**config.mk**
```make
export PLATFORM = sky130hd
export DESIGN_NAME = answer_entry
export DESIGN_NICKNAME = d
export VERILOG_FILES = /design/src/rtl/answer_entry.sv
export SDC_FILE = /design/constraint.sdc
export NUM_CORES = 1
export LEC_CHECK = 0
export CAP_MARGIN = 10
export CORE_UTILIZATION = 30
export CTS_CLUSTER_SIZE = 30
export DETAILED_ROUTE_END_ITERATION = 16
export PLACE_DENSITY = 0.55
export SYNTH_ARGS = -nofsm -noshare
export SYNTH_HDL_FRONTEND = slang
export SYNTH_SLANG_ARGS = --single-unit
```
**constraint.sdc**
```tcl
create_clock -name clk -period 3.28 [get_ports clk]
set_clock_uncertainty 0.1 [all_clocks]
set_input_delay 0.656 -clock clk [delete_from_list [all_inputs] [get_ports clk]]
set_output_delay 0.656 -clock clk [all_outputs]
set_load 0.005 [all_outputs]
```
**src/rtl/answer_entry.sv**
```systemverilog
// Keypad answer collector: gathers up to MAX_DIGITS decimal digits into a binary value,
// one digit per key press, while the game FSM sits in the entry state.
module answer_entry #(
    parameter int unsigned MAX_DIGITS  = 4,
    parameter logic [3:0]  ENTRY_STATE = 4'd4
) (
    input  logic        clk,
    input  logic        rst,
    input  logic [3:0]  state,
    input  logic [2:0]  level,
    input  logic        read,
    input  logic [3:0]  number,
    output logic [13:0] answer,
    output logic [2:0]  digit_count,
    output logic        busy,
    output logic        done,
    output logic        aborted
);

    localparam logic [2:0] MaxDigits = 3'(MAX_DIGITS);
    localparam logic [3:0] NoKey     = 4'd11;

    typedef enum logic [1:0] {
        StIdle,
        StWaitDigit,
        StWaitRelease,
        StDone
    } fsm_e;

    fsm_e        fsm_q, fsm_d;
    logic [13:0] answer_q, answer_d;
    logic [2:0]  count_q, count_d;
    logic [2:0]  target_q, target_d;
    logic        busy_q, busy_d;
    logic        done_q, done_d;
    logic        aborted_q, aborted_d;

    logic        entry_active;
    logic        key_valid;
    logic        digit_event;
    logic        key_released;
    logic [2:0]  target_sel;

    always_comb begin
        entry_active = (state == ENTRY_STATE);
        key_valid    = (number <= 4'd9);
        digit_event  = read && key_valid;
        // Invalid codes (10, 12..15) are ignored outright, so they cannot end a release either.
        key_released = (number == NoKey) || (!read && key_valid);

        if (level == 3'd0) begin
            target_sel = 3'd1;
        end else if (level > MaxDigits) begin
            target_sel = MaxDigits;
        end else begin
            target_sel = level;
        end
    end

    always_comb begin
        fsm_d     = fsm_q;
        answer_d  = answer_q;
        count_d   = count_q;
        target_d  = target_q;
        aborted_d = 1'b0;

        case (fsm_q)
            StIdle: begin
                if (entry_active) begin
                    fsm_d    = StWaitDigit;
                    answer_d = '0;
                    count_d  = '0;
                    target_d = target_sel;
                end
            end
            StWaitDigit: begin
                // Leaving the entry state wins over a digit sampled on the same edge.
                if (!entry_active) begin
                    fsm_d     = StIdle;
                    answer_d  = '0;
                    count_d   = '0;
                    aborted_d = 1'b1;
                end else if (digit_event) begin
                    answer_d = answer_q * 14'd10 + {10'd0, number};
                    count_d  = count_q + 3'd1;
                    fsm_d    = (count_d == target_q) ? StDone : StWaitRelease;
                end
            end
            StWaitRelease: begin
                if (!entry_active) begin
                    fsm_d     = StIdle;
                    answer_d  = '0;
                    count_d   = '0;
                    aborted_d = 1'b1;
                end else if (key_released) begin
                    fsm_d = StWaitDigit;
                end
            end
            StDone: begin
                if (!entry_active) begin
                    fsm_d = StIdle;
                end
            end
            default: begin
                fsm_d = StIdle;
            end
        endcase

        busy_d = (fsm_d == StWaitDigit) || (fsm_d == StWaitRelease);
        done_d = (fsm_d == StDone);
    end

    always_ff @(posedge clk) begin
        if (rst) begin
            fsm_q     <= StIdle;
            answer_q  <= '0;
            count_q   <= '0;
            target_q  <= 3'd1;
            busy_q    <= 1'b0;
            done_q    <= 1'b0;
            aborted_q <= 1'b0;
        end else begin
            fsm_q     <= fsm_d;
            answer_q  <= answer_d;
            count_q   <= count_d;
            target_q  <= target_d;
            busy_q    <= busy_d;
            done_q    <= done_d;
            aborted_q <= aborted_d;
        end
    end

    assign answer      = answer_q;
    assign digit_count = count_q;
    assign busy        = busy_q;
    assign done        = done_q;
    assign aborted     = aborted_q;

endmodule
```
==> results.sh <==
export IMPL_power_total_mw=0.548
export IMPL_violations="design-rule violations"
export IMPL_clock_fmax_ghz=0.331
export IMPL_rows=29
export IMPL_status="finished, violations left"
export IMPL_synth_cell_type_count=52
export IMPL_hp_class="reg -> reg"
export IMPL_hold_buffers=0
export IMPL_antenna_found_initial=0
export IMPL_postRouteAntennaNets=0
export IMPL_syn_nets=278
export IMPL_tns_ps=0
export IMPL_grt_pass1_vias=1732
export IMPL_die_area_um2=7110
export IMPL_r2r_start="answer[1]$_SDFFE_PP0P_"
export IMPL_cts_tree="done"
export IMPL_ys_async_sr_fraction_pct=0
export IMPL_cp_required_ps=3350
export IMPL_synth_area_um2=2030
export IMPL_grt_setup_unrepaired="false"
export IMPL_crit_family="adder cells"
export IMPL_vias=1799
export IMPL_cts_resized=0
export IMPL_port_buffers=33
export IMPL_holdPathEnd="target_q[2]$_SDFFE_PP0P_"
export IMPL_ys_ff_latch=25
export IMPL_ys_seq_area_share_pct=24.6
export IMPL_r2r_end="answer[13]$_SDFFE_PP0P_"
export IMPL_cp_max_fo=5
export IMPL_drv_slew=0
export IMPL_chipHeight_um=84.3
export IMPL_end_kind="flip-flop"
export IMPL_max_stage_delay_ps=420
export IMPL_area_delta_synth_final_pct=23.5
export IMPL_cts_root_buf="clkbuf_8"
export IMPL_dr_pass1_iters=10
export IMPL_synth_avg_cell_area_um2=8.68
export IMPL_min_from="target_q[2]$_SDFFE_PP0P_"
export IMPL_critPathBufInv=0
export IMPL_design_area_um2=2510
export IMPL_design_core_area_um2=6460
export IMPL_grt_max_degree=17
export IMPL_post_place_cells=342
export IMPL_dp_hpwl_mm=3.77
export IMPL_cts_buffer_depth=2
export IMPL_gp_congestion=0.808
export IMPL_place_ws_ps=99.6
export IMPL_wl_mm=4.72
export IMPL_final_net_count=314
export IMPL_crit_chain="ha_1 > ha_1 > fa_1 > a21o_2 > a221oi_1 > xnor2_1 > nand4_1 > or2_0 > a221o_1"
export IMPL_synth_edf_count=0
export IMPL_cts_buffers=3
export IMPL_final_cells=346
export IMPL_drt_iter0_markers=104
export IMPL_yosysWarnings=0
export IMPL_fin_util_pct=38.8
export IMPL_clock_sinks=25
export IMPL_timing_hold_ws_ps=373
export IMPL_powerDensity_nw_per_um2=218
export IMPL_n_antenna_cell=0
export IMPL_period_minus_slack_ps=3020
export IMPL_clkLatencyLatePin_ps=270
export IMPL_reg2reg_slack_ps=260
export IMPL_cp_depth=9
export IMPL_fill_cells=666
export IMPL_holdPathStages=2
export IMPL_htree_num_levels=1
export IMPL_grt_pass1_wl_mm=8.07
export IMPL_postCtsSetupBuffers=0
export IMPL_dpl_cell_area_um2=2460
export IMPL_reg2regPathDepth=9
export IMPL_worst_slack_ps=263
export IMPL_ys_flop_type="dfxtp_1"
export IMPL_start_kind="flip-flop"
export IMPL_vias_per_cell=5.20
export IMPL_start_util_pct=31.5
export IMPL_synth_cells=234
export IMPL_crit_top_cell="ha_1"
export IMPL_cap_violations=0
export IMPL_wl_per_cell_um=13.6
export IMPL_leakage_nw=1.06
export IMPL_grt_use_total_pct=13.9
export IMPL_drive_above_1_share_pct=8.55
export IMPL_finalCritPeriodShare_pct=92.0
export IMPL_grt_overflow=0
export IMPL_die_w_um=84.3
export IMPL_cts_clk_slew_worst_paths_ps=90
export IMPL_ir_drop_v=0.000167
export IMPL_final_setup_viol_count=0
export IMPL_hold_violations=0
export IMPL_ios=34
export IMPL_path_class="reg -> reg"
export IMPL_maxSlewHeadroom_pct=53.4
export IMPL_tightest_slew_ps=689
export IMPL_cpMaxStageDelayCell="dfxtp_1"
export IMPL_worst_ep_arrival_time_ps=3080
export IMPL_drc_errors=2
cell families after synthesis:
| family | count (synthesis) | share of synthesized area (%) |
|---|---|---|
| AO/OA/AOI/OAI | 62 | 21.8 |
| flip-flops | 25 | 24.6 |
| AND/OR/NAND/NOR | 84 | 23.2 |
| buffers and inverters | 13 | 2.59 |
| XOR/XNOR | 20 | 8.62 |
| adder cells (fa/ha/maj) | 30 | 19.2 |
Yosys cell counts, types with 2 or more instances:
library cell | count | area share, %
ha_1 | 28 | 17
dfxtp_1 | 25 | 25
nor2_1 | 23 | 4.2
a21oi_1 | 19 | 4.7
xnor2_1 | 13 | 5.6
nand2_1 | 11 | 2.0
a22oi_1 | 10 | 3.7
nand3_1 | 9 | 2.2
nor2b_1 | 8 | 2.5
inv_1 | 7 | 1.3
xor2_1 | 7 | 3.0
o21ai_0 | 6 | 1.5
a21o_1 | 4 | 1.5
nand4_1 | 4 | 1.2
nor3b_1 | 4 | 1.5
or2_2 | 4 | 1.2
a22o_1 | 3 | 1.3
and3_1 | 3 | 0.92
buf_2 | 3 | 0.74
clkbuf_1 | 3 | 0.55
nor3_1 | 3 | 0.74
o21ai_1 | 3 | 0.74
a211o_1 | 2 | 0.86
a221oi_1 | 2 | 0.86
fa_1 | 2 | 2.0
nor4_1 | 2 | 0.62
tightest hold or removal path: stages, from the launching register on:
cell and delay [ps]:
dfxtp_1 330, nand2_1 50, a21oi_1 50
metal layers:
layer,wire (µm),up-vias,global-route usage [%]
li1,-,931,-
met1,2480,843,19.5
met2,2070,23,22.9
met3,133,2,2.06
met4,28,0,1.88
met5,0,-,0
how the worst max path moves through the flow:
stage	start	to	slack (ps)
after floorplan	answer[1]$_SDFFE_PP0P_	answer[13]$_SDFFE_PP0P_	460
after global placement	number[1]	answer[13]$_SDFFE_PP0P_	170
after detailed placement	number[1]	answer[13]$_SDFFE_PP0P_	100
after CTS	answer[1]$_SDFFE_PP0P_	answer[13]$_SDFFE_PP0P_	270
after global routing	answer[1]$_SDFFE_PP0P_	answer[13]$_SDFFE_PP0P_	20
final	answer[1]$_SDFFE_PP0P_	answer[13]$_SDFFE_PP0P_	260
final cells by class:
| class | instances | area [µm²] | area share (%) |
|---|---|---|---|
| clock buffers | 3 | 41.3 | 1.65 |
| multi-input cells | 196 | 1480 | 59.0 |
| inverters | 7 | 26.3 | 1.05 |
| well taps | 77 | 96.3 | 3.84 |
| clock inverters | 1 | 5.00 | 0.200 |
| flip-flops and latches | 25 | 500 | 20.0 |
| repair buffers | 37 | 360 | 14.4 |
where the power goes:
| part | internal (mW) | switching, mW | total (mW) |
|---|---|---|---|
| registers | 0.305 | 0.00128 | 0.307 |
| logic | 0.0257 | 0.0251 | 0.0508 |
| clock network | 0.0851 | 0.105 | 0.190 |
state kept, by name, indices dropped and copies added, names as in the netlist:
name and flops:
aborted 1, answer 14, busy 1, digit_count 3, done 1, fsm_q 2, target_q 3
placed cells by master, fill, tap and decap left out, drive strengths merged, types with 3 or more instances in the layout:
| master | count |
|---|---|
| nand2 | 11 |
| ha | 28 |
| nor4 | 3 |
| xnor2 | 13 |
| nand4 | 4 |
| dfxtp | 25 |
| inv | 7 |
| a22oi | 10 |
| nand3 | 9 |
| nor2 | 23 |
| xor2 | 7 |
| nor3 | 4 |
| o21ai | 9 |
| nor2b | 8 |
| buf | 4 |
| clkbuf | 3 |
| or2 | 5 |
| a22o | 3 |
| a21oi | 19 |
| nor3b | 4 |
| a21o | 5 |
| clkdlybuf4s50 | 33 |
| and3 | 4 |
Power figures use the tool's default switching activity.
==> patch, RTL diff (same flow settings) <==
Register the output `answer` once more, cleared by the reset; this adds one clock of latency there. The other outputs are not delayed to match.
--- a/src/rtl/answer_entry.sv
+++ b/src/rtl/answer_entry.sv
@@ -130,7 +130,13 @@
         end
     end
 
-    assign answer      = answer_q;
+    always_ff @(posedge clk) begin
+        if (rst) begin
+            answer <= '0;
+        end else begin
+            answer <= answer_q;
+        end
+    end
     assign digit_count = count_q;
     assign busy        = busy_q;
     assign done        = done_q;
Check against the original RTL: not equivalent (a bounded check fails within 4 cycles, from zero or initial values and one cycle with rst high).
==> patch against the original RTL <==
Design area grew 13%. Synthesized cell count grew 10%. Via count grew 4.8%. Sequential share of layout area grew 7.6 points. Sequential cell count grew 14. Register-to-register slack gained 120 ps. Hold slack lost 3.8 ps. Setup slack gained 85 ps. Total power grew 56%. Area after synthesis grew 15%. Wire length grew 6.9%. Global-route usage shrank 0.70 points. Largest power group unchanged.
==> patch: results (changes against the original RTL) <==
* Most common flop cell mapped by yosys: dfxtp_1
* WL/cell at 12.8 um (-5.9%)
* CTS Buffer Depth at 2 (unchanged)
* Global Route Usage Sum at 13.2% (-0.70 points)
* Initial antenna violation count at 0 (unchanged)
* Fillcell total at 764 (+15%)
* DR pass1 iterations at 4 (-6)
* Worst-path clk slew at 70 ps (-20 ps)
* Nets at 337 (+7.3%)
* Initial drt markers at 52 (-50%)
* Pin count of the biggest net entering global routing at 37 (+20)
* CTS resizes at 0 (unchanged)
* Global-route wire length before repair at 8600 um (+6.6%)
* Worst hold path class: flip-flop to flip-flop
* PortBufs at 33 (unchanged)
* Dominant cells by area after synthesis: dfxtp_1 (33%), ha_1 (15%), nor2_1 (4.8%), xnor2_1 (4.5%), xor2_1 (4.1%)
* WP data arrival at 2980 ps (-100 ps)
* CP peak stage delay at 520 ps (+100 ps)
* Vias/cell at 4.80 (-7.7%)
* Sw Pwr at 0.202 mW (+54%)
* Max transition margin at 67.1% (+14 points)
* CTS Buf Count at 5 (+2)
* Setup Buffers After CTS at 0 (unchanged)
* Yosys reg bits at 39 (+56%)
* Post-synthesis cell type count at 43 (-17%)
* YS warnings at 0 (unchanged)
* Asr flop ratio synth at 0% (unchanged)
* Leak at 1.11 nW (+5.4%)
* Crit-path max FO at 4 (-1)
* Status: finished, final reports clean
* Clk Latency, worst-skew pair at 290 ps (+20 ps)
* Kind of cell adding the most delay to the critical path: simple AND/OR/NAND/NOR gates
* Most frequent cells after synthesis: dfxtp_1 (39), nor2_1 (30), ha_1 (28)
* H-Tree Level Count at 2 (+1)
* Register area share after synthesis at 33.4% (+8.8 points)
* Worst vdd ir at 0.182 mV (+8.9%)
* Regs by FF count: answer x14, answer_q x14
* Vias in the first global route at 1767 (+2.0%)
* Clock root buffer: clkbuf_8
* Detailed Place HPWL at 3860 um (+2.5%)
* Layout cells sized above 1 at 5.44% (-3.1 points)
* Synth Net Count at 302 (+8.6%)
* Final RePlAce weighted congestion at 0.775 (-4.1%)
* ANT cells at 0 (unchanged)
* CP max-delay cell: clkdlybuf4s50_1
patch: changes by cell type in the layout (fill, tap and decap cells not counted), moves of 6 or more:
cell	before	now
a21oi_1	19	13
a22oi_1	10	0
dfxtp_1	25	39
inv_1	7	19
nand2b_1	1	7
nor2_1	23	30
o32ai_1	0	10
patch: kinds of logic (layout without fill, tap and decap cells):
kind of cell | Yosys count | after routing | share of synthesized area [%]
multiplexers | 2 | 2 | 0.910
AO/OA/AOI/OAI | 54 | 54 | 15.8
flip-flops | 39 | 39 | 33.4
XOR/XNOR | 23 | 23 | 8.62
adder cells (fa/ha/maj) | 30 | 30 | 16.7
AND/OR/NAND/NOR | 84 | 84 | 19.3
buffers and inverters | 26 | 62 | 5.30
patch: final timing paths:
kind,to,depth (start not counted),slack [ps],from
setup / recovery,answer_q[13],11,350,number[1]
hold / removal,answer[13],2,370,answer_q[13]
setup reg to reg,answer_q[12],10,380,answer_q[1]
hold reg to reg,answer[13],2,370,answer_q[13]
patch: per-layer routing:
layer  routed length [um]  global-route usage (%)  part of all wire [%]
met1                 2690                    19.0                    53
met3                  169                    2.53                   3.4
met2                 2140                    20.0                    42
met5                    0                       0                     0
met4                   39                    3.23                  0.77
patch: worst register-to-register path, cell delays in order, from the launching register on:
cell	delay [ps]
dfxtp_1	410
ha_1	260
ha_1	240
fa_1	430
a21o_1	220
a21oi_1	170
xnor2_1	200
nand4b_1	200
a211oi_1	310
xor2_1	170
o21ai_0	80
patch: metrics by stage:
stage | cell area, um^2 | hold WS, ps | std cells | setup WS (ps)
6_report | 2840 | 369 | 393 | 347
5_1_grt | 2840 | 403 | 393 | 119
4_1_cts | 2840 | 361 | 393 | 354
3_5_place_dp | 2750 | 349 | 385 | 54.5
3_3_place_gp | 2750 | 354 | 385 | 127
2_1_floorplan | 2340 | 316 | 258 | 645
patch: cell type report:
type / instances / area share (%)
Tap cell: 99 / 4.36
Clock buffer: 6 / 2.56
Sequential cell: 39 / 27.5
Clock inverter: 2 / 0.441
Inverter: 19 / 2.51
Timing Repair Buffer: 35 / 12.2
Multi-Input combinational cell: 193 / 50.5
patch: power by group through the flow:
stage          registers, mW  clock network [mW]  logic, mW
3_5_place_dp           0.488                   0     0.0564
3_3_place_gp           0.488                   0     0.0560
2_1_floorplan          0.487                   0     0.0284
4_1_cts                0.477               0.327     0.0568
6_report               0.477               0.319     0.0571
5_1_grt                0.477               0.348     0.0629
